`config.mk`:
```
export PLATFORM = sky130hd
export DESIGN_NAME = vm_program_sequencer
export DESIGN_NICKNAME = d
export VERILOG_FILES = /design/src/rtl/vm_program_sequencer.sv
export SDC_FILE = /design/constraint.sdc
export NUM_CORES = 1
export LEC_CHECK = 0
export CORE_MARGIN = 2
export CORE_UTILIZATION = 42
export CTS_CLUSTER_DIAMETER = 60
export CTS_CLUSTER_SIZE = 12
export DETAILED_ROUTE_END_ITERATION = 8
export GPL_TIMING_DRIVEN = 1
export PLACE_DENSITY_LB_ADDON = 0.3
export RECOVER_POWER = 100
export SLEW_MARGIN = 30
export SYNTH_ARGS = -nofsm -noshare
export SYNTH_HDL_FRONTEND = slang
export SYNTH_SLANG_ARGS = --single-unit
```
`constraint.sdc`:
```
create_clock -name clk -period 2.2 [get_ports clk]
set_input_delay 0.44 -clock clk [delete_from_list [all_inputs] [get_ports clk]]
set_output_delay 0.44 -clock clk [all_outputs]
set_load 0.01 [all_outputs]
```
`src/rtl/vm_program_sequencer.sv`:
```
// Program sequencer: fetches VM instructions from a 1-cycle-latency buffer, issues them
// one at a time on a valid/ready port, and handles CBRANCH redirection and iteration looping.
//
// state     | meaning
// ----------|--------------------------------------------------------------
// IDLE      | waiting for start_i after reset
// FETCH     | read strobe to the program buffer at pc
// WAIT      | buffer data returns; captured into the issue register
// ISSUE     | instruction valid toward the decoder, held until accepted
// BR_WAIT   | cbranch issued; waiting for the execute-stage resolution
// ITER_WAIT | iteration finished; waiting for loop-finalisation ack
// DONE      | all iterations complete; start_i restarts the run
module vm_program_sequencer #(
   parameter int PROG_LEN = 256,
   parameter int PC_W     = 8,
   parameter int ITER     = 2048,
   parameter int ITER_W   = 12
) (
   input  logic              clk,
   input  logic              rst,
   input  logic              start_i,
   output logic              mem_rd_o,
   output logic [PC_W-1:0]   mem_addr_o,
   input  logic [63:0]       mem_data_i,
   output logic              instr_v_o,
   output logic [63:0]       instr_o,
   output logic [PC_W-1:0]   instr_pc_o,
   input  logic              instr_ready_i,
   input  logic              issue_cbranch_i,
   input  logic              br_v_i,
   input  logic              br_taken_i,
   input  logic [PC_W-1:0]   br_target_i,
   output logic              iter_done_o,
   input  logic              iter_ack_i,
   output logic [ITER_W-1:0] iter_cnt_o,
   output logic              busy_o,
   output logic              prog_done_o
);

   localparam logic [PC_W-1:0]   LAST_PC  = PC_W'(PROG_LEN - 1);
   localparam logic [ITER_W-1:0] ITER_END = ITER_W'(ITER);

   typedef enum logic [2:0] {
      S_IDLE,
      S_FETCH,
      S_WAIT,
      S_ISSUE,
      S_BR_WAIT,
      S_ITER_WAIT,
      S_DONE
   } state_t;

   state_t              state_q, state_d;
   logic [PC_W-1:0]     pc_q, pc_d;
   logic [ITER_W-1:0]   iter_cnt_q, iter_cnt_d;
   logic [63:0]         instr_q, instr_d;
   logic [PC_W-1:0]     instr_pc_q, instr_pc_d;
   logic                iter_done_q, iter_done_d;
   logic                hs;
   logic                advance;

   always_ff @(posedge clk) begin
      if (rst) begin
         state_q     <= S_IDLE;
         pc_q        <= '0;
         iter_cnt_q  <= '0;
         instr_q     <= '0;
         instr_pc_q  <= '0;
         iter_done_q <= 1'b0;
      end else begin
         state_q     <= state_d;
         pc_q        <= pc_d;
         iter_cnt_q  <= iter_cnt_d;
         instr_q     <= instr_d;
         instr_pc_q  <= instr_pc_d;
         iter_done_q <= iter_done_d;
      end
   end

   assign hs = instr_v_o & instr_ready_i;

   always_comb begin
      state_d     = state_q;
      pc_d        = pc_q;
      iter_cnt_d  = iter_cnt_q;
      instr_d     = instr_q;
      instr_pc_d  = instr_pc_q;
      iter_done_d = 1'b0;
      advance     = 1'b0;

      case (state_q)
         S_IDLE, S_DONE: begin
            if (start_i) begin
               pc_d       = '0;
               iter_cnt_d = '0;
               state_d    = S_FETCH;
            end
         end
         S_FETCH: state_d = S_WAIT;
         S_WAIT: begin
            instr_d    = mem_data_i;
            instr_pc_d = pc_q;
            state_d    = S_ISSUE;
         end
         S_ISSUE: begin
            if (hs) begin
               if (issue_cbranch_i) state_d = S_BR_WAIT;
               else                 advance = 1'b1;
            end
         end
         S_BR_WAIT: begin
            if (br_v_i) begin
               if (br_taken_i) begin
                  pc_d    = br_target_i;
                  state_d = S_FETCH;
               end else begin
                  advance = 1'b1;
               end
            end
         end
         // The ack is ignored while the done pulse is still showing
         S_ITER_WAIT: begin
            if (iter_ack_i && !iter_done_q) state_d = S_FETCH;
         end
         default: state_d = S_IDLE;
      endcase

      if (advance) begin
         if (pc_q != LAST_PC) begin
            pc_d    = pc_q + PC_W'(1);
            state_d = S_FETCH;
         end else begin
            pc_d        = '0;
            iter_cnt_d  = iter_cnt_q + ITER_W'(1);
            iter_done_d = 1'b1;
            state_d     = ((iter_cnt_q + ITER_W'(1)) == ITER_END) ? S_DONE : S_ITER_WAIT;
         end
      end
   end

   assign mem_rd_o    = (state_q == S_FETCH);
   assign mem_addr_o  = pc_q;
   assign instr_v_o   = (state_q == S_ISSUE);
   assign instr_o     = instr_q;
   assign instr_pc_o  = instr_pc_q;
   assign iter_done_o = iter_done_q;
   assign iter_cnt_o  = iter_cnt_q;
   assign busy_o      = (state_q != S_IDLE) && (state_q != S_DONE);
   assign prog_done_o = (state_q == S_DONE);

endmodule

```
Word-level counts from Yosys, hierarchy flattened
Index checks and enable logic that the tools add are counted.

word-level totals
  output and inout port bits = 97
  word-level logic and storage cells = 61
  input port bits = 80
  register bits after elaboration = 96

cells by class
  equality and inequality tests = 15
  add/subtract/negate cells = 2
  multiplexer cells = 26
  bitwise gates (word level) = 2
  reductions and logical operators = 10

operators by type and width
  kind                     number
  $mux W12                 4
  $mux W8                  5
  $mux W3                  8
  $pmux W3 S6              1
  $pmux W8 S2              1
  $ne A3 B3 Y1 const B     5
  $add A12 B1 Y12 const B  1
  $eq A12 B12 Y1 const B   1
  $eq A3 B3 Y1 const B     3
  $add A8 B1 Y8 const B    1
  $ne A8 B8 Y1 const B     1
  $eq A3 B2 Y1 const B     2
  $ne A3 B1 Y1 const B     2
  $reduce_and A6 Y1        1
  $reduce_bool A3 Y1       2
  $mux W1                  5
  $reduce_and A4 Y1        1
  $reduce_or A2 Y1         2
  $eq A3 B1 Y1 const B     1
  $logic_not A3 Y1         1
  $logic_and A1 B1 Y1      2
  $mux W2                  1
  $pmux W1 S2              1
  $and A1 B1 Y1            1
  2 further kinds          2

Longest topological paths before layout
  word-level depth = 6
  gate-level depth with buffers = 7
  mapped depth without buffers = 6

Least setup slack after synthesis
No wires, ideal clock.

  kind = register to register
  start = register iter_cnt_q[0] (netlist: iter_cnt_o[0])
  end = register state_q[0]
  path buffers = 0
  clock period less this slack = 1.876 ns
  arrival time = 1.759 ns
  setup slack = 0.324 ns
  stages on the path, launching flop included = 7
  cell sequence = dfxtp_1 -> ha_1 -> nand2_1 -> nor3_1 -> nand3_1 -> a2111o_1 -> nor2b_1

between the ends
  cells in the longest elaborated chain, start to end = 5

ends and longest elaborated chain
  item                    RTL line  RTL
  from (decl)             55        logic [ITER_W-1:0] iter_cnt_q, iter_cnt_d;
  from (signal assigned)  73        iter_cnt_q <= iter_cnt_d;
  $add A12 B1 Y12         136       state_d = ((iter_cnt_q + ITER_W'(1)) == ITER_END) ? S_DONE : S_ITER_WAIT;
  $eq A12 B12 Y1          136
  $mux W2                 136
  $mux W3                 129       if (pc_q != LAST_PC) begin
  $mux W3                 128       if (advance) begin
  to (signal assigned)    71        state_q <= state_d;
  to (decl)               53        state_t state_q, state_d;

No other way between the ends.
A chain may end at the register's enable or synchronous reset.

Final worst setup path
  start = register pc_q[1] (netlist: mem_addr_o[1])
  end = register iter_cnt_q[9] (netlist: iter_cnt_o[9])

between the ends
  cells in the longest elaborated chain, start to end = 3

ends and longest elaborated chain
  item                    RTL line  RTL
  from (decl)             54        logic [PC_W-1:0] pc_q, pc_d;
  from (signal assigned)  72        pc_q <= pc_d;
  $ne A8 B8 Y1            129
  $mux W12                129
  $mux W12                128

No other way between the ends.

==> key figures <==
Timing
  • Worst slew pin tran: 0.649 ns
  • Max transition margin: 0.563
  • Final period util: 0.958
  • Final hold violation count: 0
  • Minimum clock period: 2.11 ns
  • Worst setup margin: 0.0925 ns
  • Worst Skew: 0.0173 ns
  • Setup violators final: 0
  • Fmax: 474 MHz
  • Final Max Slew Viols: 0

GRT
  • First-pass GRT wire length: 18700 µm
  • Vias in the first global route: 3996
  • Total grt overflow: 0
  • Largest net degree at the start of global routing: 51
  • GRT Util Overall: 0.223
  • Initial antenna violation count: 0

Die
  • Die Span X: 102 µm
  • IO Pins: 177
  • Die ar.: 0.0105 mm²
  • Core area: 0.00933 mm²
  • Row count: 35
  • Starting Density: 0.436
  • Die H: 102 µm

Routing
  • Post-route DRC: 0
  • DRT Pass-1 Iters: 5
  • Vias: 4284
  • DR WL/cell: 14.3 µm
  • Post-route ant nets: 0
  • Vias/cell: 5.16
  • DR iter-0 viols: 160
  • Final wirelength: 11800 µm

Cells and area
  • Nets@finish: 778
  • Syn-to-layout area delta: 54.0%
  • Share of layout cells above drive strength 1: 0.0913
  • Antenna fix cells: 0
  • Final Util: 0.671

Logic synthesis
  • Synth Instances: 517
  • Share of synthesized registers carrying an async set or reset: 0
  • Ys Warns: 0
  • Post-synth top area cell: dfxtp_1
  • Seq/Total Area, Yosys: 0.473
  • Ys flop type: dfxtp_1
  • Yosys reg bits: 96
  • Synth Area in Compound Gates: 0.186
  • Synth Area in Simple Gates: 0.265
  • Avg Cell Area, Syn: 7.86 µm²
  • Ranking of synthesized cells by area: dfxtp_1, nand2_1, a21oi_1, clkbuf_1, nor3_1
  • XOR/XNOR Fraction of Synth Area: 0.0129
  • Synth Cell Area: 0.00406 mm²
  • Post-synthesis adder-cell area fraction: 0.00616
  • Multiplexer share of the synthesized area: 0.00801
  • Largest family of logic cells by synthesized area: simple AND/OR/NAND/NOR gates
  • Synth cell types: 56
  • Top cell type's share of synthesized area: 0.473
  • Post-synth EDFFs: 0
  • Net Count, Synth: 599

CTS
  • Reg clk slew, reported paths: 0.11 ns
  • CTS sink cnt: 96
  • Clk_lat worst skew: 0.36 ns
  • CTS buffer count: 9
  • CTS tree: built
  • CTS max path bufs: 2
  • CTS Root Cell: clkbuf_8
  • Max H-tree Level: 3

Outcome
  • Status: finished, final reports clean

Worst setup path
  • CP startpoint: mem_addr_o[1]$_SDFFE_PP0P_
  • Crit path kind: flop to flop
  • CP Data Required Time: 2.46 ns
  • Critical Path Start Type: flop
  • Critical Path AT: 2.37 ns
  • Worst Setup EP: iter_cnt_o[9]$_SDFF_PP0_
  • Critical R2R Launch: mem_addr_o[1]$_SDFFE_PP0P_
  • Flop-to-flop setup slack: 0.09 ns
  • Worst-path maximum fanout: 7
  • CP endpoint kind: flop
  • Reg2reg path depth: 7
  • RR Endpoint: iter_cnt_o[9]$_SDFF_PP0_

Place
  • Hpwl dp: 8830 µm
  • Place WS: -0.0287 ns
  • Port Buf Inserts: 176
  • Gpl congestion: 0.852

Run
  • Maxcap violations: 0

Power and ir drop
  • Pwr per Cell Area: 643 mW/mm²
  • Worst IR Drop VDD: 0.403 mV
  • Pleak: 2.44 nW

Worst hold path
  • Hold crit path type: flop to flop
worst min-delay path by stage:
stage,from,end,slack (ns),cells past startpoint
after floorplan,instr_o[0]$_SDFFE_PP0N_,instr_o[0]$_SDFFE_PP0N_,0.48,2
after global placement,instr_o[24]$_SDFFE_PP0N_,instr_o[24]$_SDFFE_PP0N_,0.44,2
after detailed placement,instr_o[32]$_SDFFE_PP0N_,instr_o[32]$_SDFFE_PP0N_,0.45,2
after CTS,instr_o[20]$_SDFFE_PP0N_,instr_o[20]$_SDFFE_PP0N_,0.46,2
after global routing,instr_pc_o[5]$_SDFFE_PP0N_,instr_pc_o[5]$_SDFFE_PP0N_,0.48,2
final,instr_o[20]$_SDFFE_PP0N_,instr_o[20]$_SDFFE_PP0N_,0.45,2
per-layer routing:
| layer | track usage | routed length [µm] | share of wire | up-vias |
|---|---|---|---|---|
| li1 | - | - | - | 2121 |
| met3 | 0.0527 | 926 | 0.078 | 22 |
| met4 | 0.0749 | 252 | 0.021 | 0 |
| met2 | 0.401 | 5970 | 0.50 | 183 |
| met1 | 0.260 | 4690 | 0.40 | 1958 |
| met5 | 0 | 0 | 0 | - |
cells by family (layout without fill, tap and decap cells):
logic type / after synthesis / count (layout)
buffers and inverters: 43 / 227
DFF: 96 / 96
AOI/OAI and AO/OA: 128 / 128
muxes: 3 / 3
xor gates and xnor gates: 6 / 6
adders and majority gates: 2 / 2
and+or+nand+nor: 239 / 239
final cells by class:
| cell class | count | area, µm² |
|---|---|---|
| flip-flops and latches | 96 | 1920 |
| well taps | 129 | 161 |
| inverters | 6 | 22.5 |
| repair buffers | 205 | 1990 |
| fillers | 801 | 3070 |
| clock inverters | 7 | 90.1 |
| multi-input cells | 378 | 1940 |
| clock buffers | 9 | 124 |
power by group:
group	switching [W]	total (W)	internal (W)
Combinational	0.000442	0.000882	0.000440
Clock	0.000672	0.00123	0.000554
Sequential	0.0000640	0.00192	0.00185
Total	0.00118	0.00402	0.00285
stage by stage:
step	hold slack, ns	cells	area (µm²)	power (W)	TNS (ns)
final	0.452	830	6260	0.00402	0
after detailed placement	0.446	809	6020	0.00289	-0.0511
after floorplan	0.481	517	4060	0.00238	0
after global placement	0.440	809	6020	0.00287	0
after CTS	0.460	826	6240	0.00412	0
after global routing	0.479	830	6260	0.00423	-0.000746
cell usage after synthesis (2+ instances only):
cell type  count
a211oi_1       6
inv_1          6
nor2b_1        3
nand3b_1       4
a32o_1         2
and3_1         3
nor3_1        16
nor3b_1        2
nand3_1       12
nand3_2        2
o21ai_0       10
a21oi_1       90
nand2b_1       3
xor2_1         2
a221oi_1       2
buf_6          4
nor3_2         2
or2_2          2
xnor2_1        4
a32oi_1        2
nand2_1      158
dfxtp_1       96
and2_1         2
or3_1          5
ha_1           2
clkbuf_1      29
a211oi_2       2
nor2_1        15
mux2_2         2
buf_2          3
critical path, stage by stage (launching register included):
cell      delay (ns)
dfxtp_1         0.44
ha_1            0.25
nand4_1         0.22
or2_0           0.42
buf_4           0.23
nor3_2          0.14
nor2_1          0.07
a211oi_2        0.23
registers in the layout, summed over array words and instances, names as in the netlist:
register	count
state_q	3
instr_o	64
mem_addr_o	8
iter_cnt_o	12
instr_pc_o	8
iter_done_o	1
cell usage in the layout (no fill, tap or decap), types with 4 or more instances in the layout:
master / instances
o21ai_0: 10
clkdlybuf4s50_1: 81
inv_1: 6
nor3_1: 16
a21oi_1: 90
nand3_1: 12
a211oi_1: 6
dlygate4sd3_1: 93
or3_1: 5
dfxtp_1: 95
nor2_1: 15
nand3b_1: 4
buf_4: 25
xnor2_1: 4
nand2_1: 158
clkbuf_8: 9
timing repair:
action,CTS,global route
gates resized for setup,3,0
buffers inserted,1,4
pin swaps,0,1
endpoints found under the setup margin,2,1
hold buffers,0,0
Power figures use the tool's default switching activity.
